### src/rtl/priority_decode.sv
// Priority decode: rebuilds the priority encoder's per-pad vpfs/cnts map from a
// (vpf, adr, cnt) cluster stream, one frame at a time between frame_i strobes.
module priority_decode #(
    parameter int MXKEYS     = 192,
    parameter int MXKEYBITS  = 8,
    parameter int MXCNTB     = 3,
    parameter int MXCLUSTERS = 8
) (
    input  logic                     clock,
    input  logic                     reset_n,
    input  logic                     frame_i,
    input  logic                     vpf_i,
    input  logic [MXKEYBITS-1:0]     adr_i,
    input  logic [MXCNTB-1:0]        cnt_i,
    output logic [MXKEYS-1:0]        vpfs_o,
    output logic [MXKEYS*MXCNTB-1:0] cnts_o,
    output logic                     valid_o,
    output logic [3:0]               ncl_o,
    output logic                     overflow_o,
    output logic                     badadr_o
);

    localparam int NCLW = $clog2(MXCLUSTERS + 1);

    typedef enum logic {IDLE, ACCUM} state_t;

    state_t                     state;
    logic [MXKEYS-1:0]          acc_vpfs, nxt_vpfs;
    logic [MXKEYS*MXCNTB-1:0]   acc_cnts, nxt_cnts;
    logic [NCLW-1:0]            acc_ncl, base_ncl, nxt_ncl;
    logic                       acc_ovf, nxt_ovf;
    logic                       acc_bad, nxt_bad;
    logic                       open_frame;
    logic                       adr_ok;

    function automatic logic [NCLW-1:0] sat_inc(input logic [NCLW-1:0] n);
        return (n >= NCLW'(MXCLUSTERS)) ? NCLW'(MXCLUSTERS) : n + NCLW'(1);
    endfunction

    // A cluster arriving with frame_i lands in the freshly cleared accumulator.
    always_comb begin
        open_frame = (state == ACCUM) || frame_i;
        adr_ok     = (32'(adr_i) < MXKEYS);
        nxt_vpfs   = frame_i ? '0 : acc_vpfs;
        nxt_cnts   = frame_i ? '0 : acc_cnts;
        base_ncl   = frame_i ? '0 : acc_ncl;
        nxt_ovf    = frame_i ? 1'b0 : acc_ovf;
        nxt_bad    = frame_i ? 1'b0 : acc_bad;
        nxt_ncl    = base_ncl;
        if (open_frame && vpf_i) begin
            if (!adr_ok) begin
                nxt_bad = 1'b1;
            end else if (base_ncl == NCLW'(MXCLUSTERS)) begin
                nxt_ovf = 1'b1;
            end else begin
                for (int k = 0; k < MXKEYS; k++) begin
                    if (32'(adr_i) == k) begin
                        nxt_vpfs[k]                   = 1'b1;
                        nxt_cnts[k*MXCNTB +: MXCNTB]  = cnt_i;
                    end
                end
                nxt_ncl = sat_inc(base_ncl);
            end
        end
    end

    always_ff @(posedge clock or negedge reset_n) begin
        if (!reset_n) begin
            state      <= IDLE;
            acc_vpfs   <= '0;
            acc_cnts   <= '0;
            acc_ncl    <= '0;
            acc_ovf    <= 1'b0;
            acc_bad    <= 1'b0;
            vpfs_o     <= '0;
            cnts_o     <= '0;
            ncl_o      <= '0;
            overflow_o <= 1'b0;
            badadr_o   <= 1'b0;
            valid_o    <= 1'b0;
        end else begin
            valid_o <= 1'b0;
            if (open_frame) begin
                state    <= ACCUM;
                acc_vpfs <= nxt_vpfs;
                acc_cnts <= nxt_cnts;
                acc_ncl  <= nxt_ncl;
                acc_ovf  <= nxt_ovf;
                acc_bad  <= nxt_bad;
            end
            // Only a strobe seen while accumulating closes a frame.
            if (frame_i && state == ACCUM) begin
                vpfs_o     <= acc_vpfs;
                cnts_o     <= acc_cnts;
                ncl_o      <= 4'(acc_ncl);
                overflow_o <= acc_ovf;
                badadr_o   <= acc_bad;
                valid_o    <= 1'b1;
            end
        end
    end

endmodule

### config.mk
export PLATFORM = sky130hd
export DESIGN_NAME = priority_decode
export DESIGN_NICKNAME = d
export VERILOG_FILES = /design/src/rtl/priority_decode.sv
export SDC_FILE = /design/constraint.sdc
export NUM_CORES = 2
export LEC_CHECK = 0
export CORE_UTILIZATION = 60
export DETAILED_ROUTE_END_ITERATION = 10
export DONT_BUFFER_PORTS = 1
export HOLD_SLACK_MARGIN = 0.02
export PLACE_DENSITY = 0.76
export SYNTH_ARGS = -nofsm -noshare
export SYNTH_HDL_FRONTEND = slang
export SYNTH_SLANG_ARGS = --single-unit
### constraint.sdc
create_clock -name clock -period 5.7 [get_ports clock]
set_clock_uncertainty 0.15 [all_clocks]
set_input_delay 1.14 -clock clock [delete_from_list [all_inputs] [get_ports clock]]
set_output_delay 1.14 -clock clock [all_outputs]
set_load 0.01 [all_outputs]
* Yosys cells after proc, flatten, opt, wreduce, memory -nomap -nowiden
Cells that the tools add are included.
Operators by class: reduce and logical (&&, ||, !) cells 4, eq/ne operators 192, magnitude comparators 2, muxes and demuxes 405, add/subtract/negate cells 1
Operators by type and width (number):
- 576-bit 2-to-1 mux | 4
- 192-bit 2-to-1 mux | 4
- 3-bit 2-to-1 mux | 192
- 8-bit by 7-bit equality test with 1-bit output, second input constant | 64
- 8-bit equality test, second input constant | 64
- 8-bit by 6-bit equality test with 1-bit output, second input constant | 32
- 1-bit 2-to-1 mux | 200
- 8-bit by 5-bit equality test with 1-bit output, second input constant | 16
- 8-bit by 4-bit equality test with 1-bit output, second input constant | 8
- 8-bit by 3-bit equality test with 1-bit output, second input constant | 4
- 4-bit 2-to-1 mux | 5
- 8-bit by 2-bit equality test with 1-bit output, second input constant | 2
- 8-bit by 1-bit equality test with 1-bit output, second input constant | 1
- 8-bit zero test | 1
- 8-bit less-than comparator, second input constant | 1
- 4-bit by 1-bit adder with 4-bit output, second input constant | 1
- 4-bit equality test, second input constant | 1
- 4-bit >= comparator, second input constant | 1
- 1-bit logical AND | 2
- 1-bit logical OR | 1
Word-level totals: logic and storage cells 616, flip-flop bits (word level) 1550, bits of input ports 15

* Depth between registers and ports, before layout
depth in word-level cells 6, depth in mapped cells 14, mapped depth without buffers 7

* Worst setup path after synthesis
Ideal clock, no wire load.
path kind input to register, from input frame_i, to register acc_cnts[534], path buffers 5, data required time 5430 ps, path slack 1971 ps, data arrival time 3458 ps, stages 12, setup time 120 ps, path through buf_2 buf_2 inv_2 clkbuf_1 nand2_1 ha_1 and4bb_2 buf_6 nor4_2 buf_2 nand2_1 a31o_2
Between the ends: word-level cells in the longest chain between the ends 5, elaborated cells between the ends (all ways) 9, classes of those cells eq/ne: 1; mux: 6; reduce/logical: 2
RTL lines:
- start: declaration | line 11 | input logic frame_i,
- 4-bit 2-to-1 mux or 576-bit 2-to-1 mux (tied branches) | line 46, 45
- 4-bit equality test or 3-bit 2-to-1 mux (tied branches) | line 53, 57
- 576-bit 2-to-1 mux | line 53 | end else if (base_ncl == NCLW'(MXCLUSTERS)) begin
- 576-bit 2-to-1 mux | line 51 | if (!adr_ok) begin
- 576-bit 2-to-1 mux | line 50 | if (open_frame && vpf_i) begin
- end signal: assignment | line 86 | acc_cnts <= nxt_cnts;
- end: declaration | line 29 | logic [MXKEYS*MXCNTB-1:0] acc_cnts, nxt_cnts;
Parallel ways exist; a longest one is shown, timed or not. A chain may end at the register's enable or synchronous reset.

* Worst setup path in the final report
from input frame_i, to register acc_cnts[265]
The elaborated chain is that of the path after synthesis.

==> impl_results.rst <==
.. list-table::
   :header-rows: 1

   * - Metric
     - Value
   * - Growth of design area from synthesis to finish
     - 10.1%
   * - Total negative slack for setup checks
     - 0 ns
   * - Critical path buffers and inverters
     - 2
   * - Worst r2r path cells
     - 8
   * - Total DRC errors in the routed layout
     - 0
   * - Final setup violation count
     - 0
   * - Worst R2R Start
     - acc_ncl[1]$_DFFE_PN0N_
   * - Number of enable flip-flop cells after synthesis
     - 0
   * - Initial antenna violation count
     - 3
   * - Placed wire-length estimate
     - 118,000 um
   * - Avg WL per Cell
     - 25.6 um
   * - Number of vias per cell
     - 6.10
   * - Final count of hold timing violations
     - 0
   * - Critical Path Max Stage Delay
     - 0.93 ns
   * - Mapped Area
     - 0.0611 mm^2
   * - Met1 layer usage reported by global route
     - 46.8%
   * - Fraction of final layout cells with drive strength greater than 1
     - 9.90%
   * - Tcrit/Tclk final
     - 74.7%
   * - Overall die area
     - 0.103 mm^2
   * - X dimension of the die
     - 321 um
   * - Slew Limit Fails
     - 82
   * - Cell count after synthesis
     - 6,178
   * - Syn nets
     - 6,196
   * - TritonCTS clock tree
     - built
   * - Unrepaired setup endpoints after global routing
     - false
   * - Most numerous cell on the critical path
     - nand2_1
   * - Min Clock Period, post-route
     - 4.26 ns
   * - Initial Utilization
     - 60.8%
   * - Worst min path class
     - in -> async
   * - Total leakage power
     - 35.6 nW
   * - Post-layout nets
     - 5,982
   * - I/O pin total
     - 790
   * - DRT iter0 DRCs
     - 5,308
   * - Post-CTS setup repair buffer count
     - 0
   * - Setup Crit Path Kind
     - in -> reg
   * - Power density relative to cell area
     - 334 mW/mm^2
   * - Area of the placeable core
     - 0.101 mm^2
   * - Placer congestion estimate
     - 0.859
   * - Share of the synthesized area in the top cell type
     - 63.5%
   * - Count of state elements after synthesis
     - 1,550
   * - Number of instances resized during post-cts repair
     - 0
   * - Capturing point of the worst reg2reg path
     - acc_cnts[265]$_DFFE_PN0N_
   * - Result of the run
     - finished with violations
   * - Share of synthesized registers carrying an async set or reset
     - 100%
   * - Fraction of the yosys area taken by sequential cells
     - 63.5%
   * - Worst slew margin relative to its limit
     - -6.55%
   * - Violated checks
     - max-capacitance violations, max-slew violations
   * - Input/output buffers
     - 0
   * - Total global routing overflow
     - 0
   * - Clock insertion delay at the later pin of the skew report
     - 0.78 ns
   * - Via count of the first global-routing pass
     - 44,400
   * - Mean instance size in the synthesized netlist
     - 9.89 um^2
   * - Via count
     - 45,400
   * - Timing-limited maximum frequency
     - 0.235 GHz
   * - Critical path data arrival time
     - 4.76 ns
   * - Number of hold buffers added after CTS
     - 1
   * - Slew at the pin with the worst max-slew slack
     - 1.59 ns
   * - CTS Buf Count
     - 153
   * - Final Total Pwr
     - 22.5 mW
   * - Flip-flop cell with the highest count after synthesis
     - dfrtp_1
   * - Top cells by instance count after synthesis
     - nand2_1 (2,618), dfrtp_1 (1,550), o21ai_0 (364)
   * - H-Tree Level Count
     - 4
   * - Maximum net fanout on the critical path
     - 157
   * - Drt pass-1 iters
     - 6
   * - Library cell used as clock root buffer
     - clkbuf_16
   * - Slowest library cell on the worst path
     - nand2_1
   * - GR Util All Layers
     - 36.8%
   * - Peak ir drop on the vdd network
     - 0.000262 V
   * - Category of cells accounting for the largest share of critical-path delay
     - simple AND/OR/NAND/NOR gates
   * - Clk slew on worst S/H paths
     - 0.06 ns
   * - First-pass GRT wire length
     - 284,000 um
   * - Antenna viol nets, final
     - 0
   * - Max-cap viol count
     - 1
   * - Critical path required time
     - 6.21 ns
   * - Setup crit end kind
     - flip-flop
   * - Largest net degree at the start of global routing
     - 255
   * - Vertical die dimension
     - 321 um
   * - Clock sink total
     - 1,550
   * - Biggest area contributors in the synthesized netlist
     - dfrtp_1 (63%), nand2_1 (16%), o21ai_0 (3.0%), a31o_2 (2.2%), mux2i_1 (2.1%)
   * - Minimum setup slack after placement
     - 1.22 ns
   * - Met2 Use GR
     - 55.1%
   * - Synthesis warning total
     - 0
   * - Met3 track demand over resource in global routing
     - 12.0%
   * - Most frequently used cell type in the post-synthesis netlist
     - nand2_1
   * - Worst-case setup margin in the final layout
     - 1.44 ns
   * - Cell breakdown of the critical path
     - inv_8, nand2_1, ha_1, nand4bb_1, buf_4, nand2_1, nor2_2, mux2_2
   * - Startpoint kind of the worst setup timing path
     - primary input
   * - Routing layer with the top usage in global route
     - met2
   * - Largest area contributor in the netlist
     - dfrtp_1
   * - Setup slack on the worst flop-to-flop path
     - 1.85 ns
   * - Post-synthesis cell type count
     - 58
   * - Total length of routed wires
     - 191,000 um
   * - Row cnt
     - 116
   * - Hold slack final
     - 0.124 ns
   * - Maximum clock insertion buffer count
     - 3
==> layout by cell type (no fill, tap or decap), types with 81 or more instances in the layout <==
cell type  synthesis  layout
nand3_1          194     194
dfrtp_1         1550    1550
o21ai_0          364     364
and3_1           132     132
a21o_1            95      95
mux2i_1          129     129
a31o_2           157     157
nand2_1         2618    2616
nor2_1            95      88
inv_1             81      81
clkbuf_16          0     157
==> how the worst max path moves through the flow <==
stage	startpoint	slack, ns	cells after the start	endpoint
2_1_floorplan	frame_i	1.97	12	acc_cnts[534]$_DFFE_PN0N_
3_3_place_gp	frame_i	1.07	8	acc_cnts[264]$_DFFE_PN0N_
3_5_place_dp	frame_i	1.22	8	acc_cnts[264]$_DFFE_PN0N_
4_1_cts	frame_i	2.06	8	acc_cnts[265]$_DFFE_PN0N_
5_1_grt	frame_i	1.70	8	acc_cnts[265]$_DFFE_PN0N_
6_report	frame_i	1.44	8	acc_cnts[265]$_DFFE_PN0N_
==> kinds of logic (layout without fill, tap and decap cells) <==
| group | Yosys count | count (layout) | synth area share [%] |
|---|---|---|---|
| buffers and inverters | 519 | 429 | 3.50 |
| flip-flops | 1550 | 1550 | 63.5 |
| AO/OA/AOI/OAI | 690 | 690 | 7.40 |
| multiplexers | 184 | 184 | 3.13 |
| other | 0 | 2 | 0 |
| adder cells (fa/ha/maj) | 3 | 3 | 0.0614 |
| AND/OR/NAND/NOR | 3232 | 3232 | 22.4 |
==> layer usage <==
layer / vias to the layer above / share of wire, %
li1: 19600 / -
met1: 22900 / 37
met2: 2376 / 45
met3: 538 / 11
met4: 2 / 6.9
met5: - / 0.0037
==> stage by stage <==
stage               utilization [%]  area (um^2)  instances
CTS                            66.9        67300       7445
detailed placement             61.6        61900       7165
floorplan                         -        61100       6178
finish                         66.9        67300       7447
global route                   66.9        67300       7445
global placement               61.6        61900       7165
==> state kept, by name, indices dropped and copies added (netlist names) <==
signal	flops
ncl_o	4
acc_ovf	1
state	1
overflow_o	1
cnts_o	576
acc_ncl	4
acc_bad	1
acc_cnts	576
valid_o	1
acc_vpfs	192
badadr_o	1
vpfs_o	192
==> area by class of cell <==
cell class,instances,area (um^2)
flip-flops and latches,1550,38800
fillers,7489,33300
multi-input cells,4109,20400
clock buffers,226,4540
well taps,1357,1700
repair buffers,67,801
clock inverters,53,786
inverters,83,327
diodes,2,5.00
==> power breakdown <==
group / switching, mW / internal [mW] / leakage (nW)
Clock: 4.38 / 6.23 / 2.62
Sequential: 0.0419 / 11.0 / 21.6
Combinational: 0.675 / 0.101 / 11.4
(Power assumes the default switching activity.)
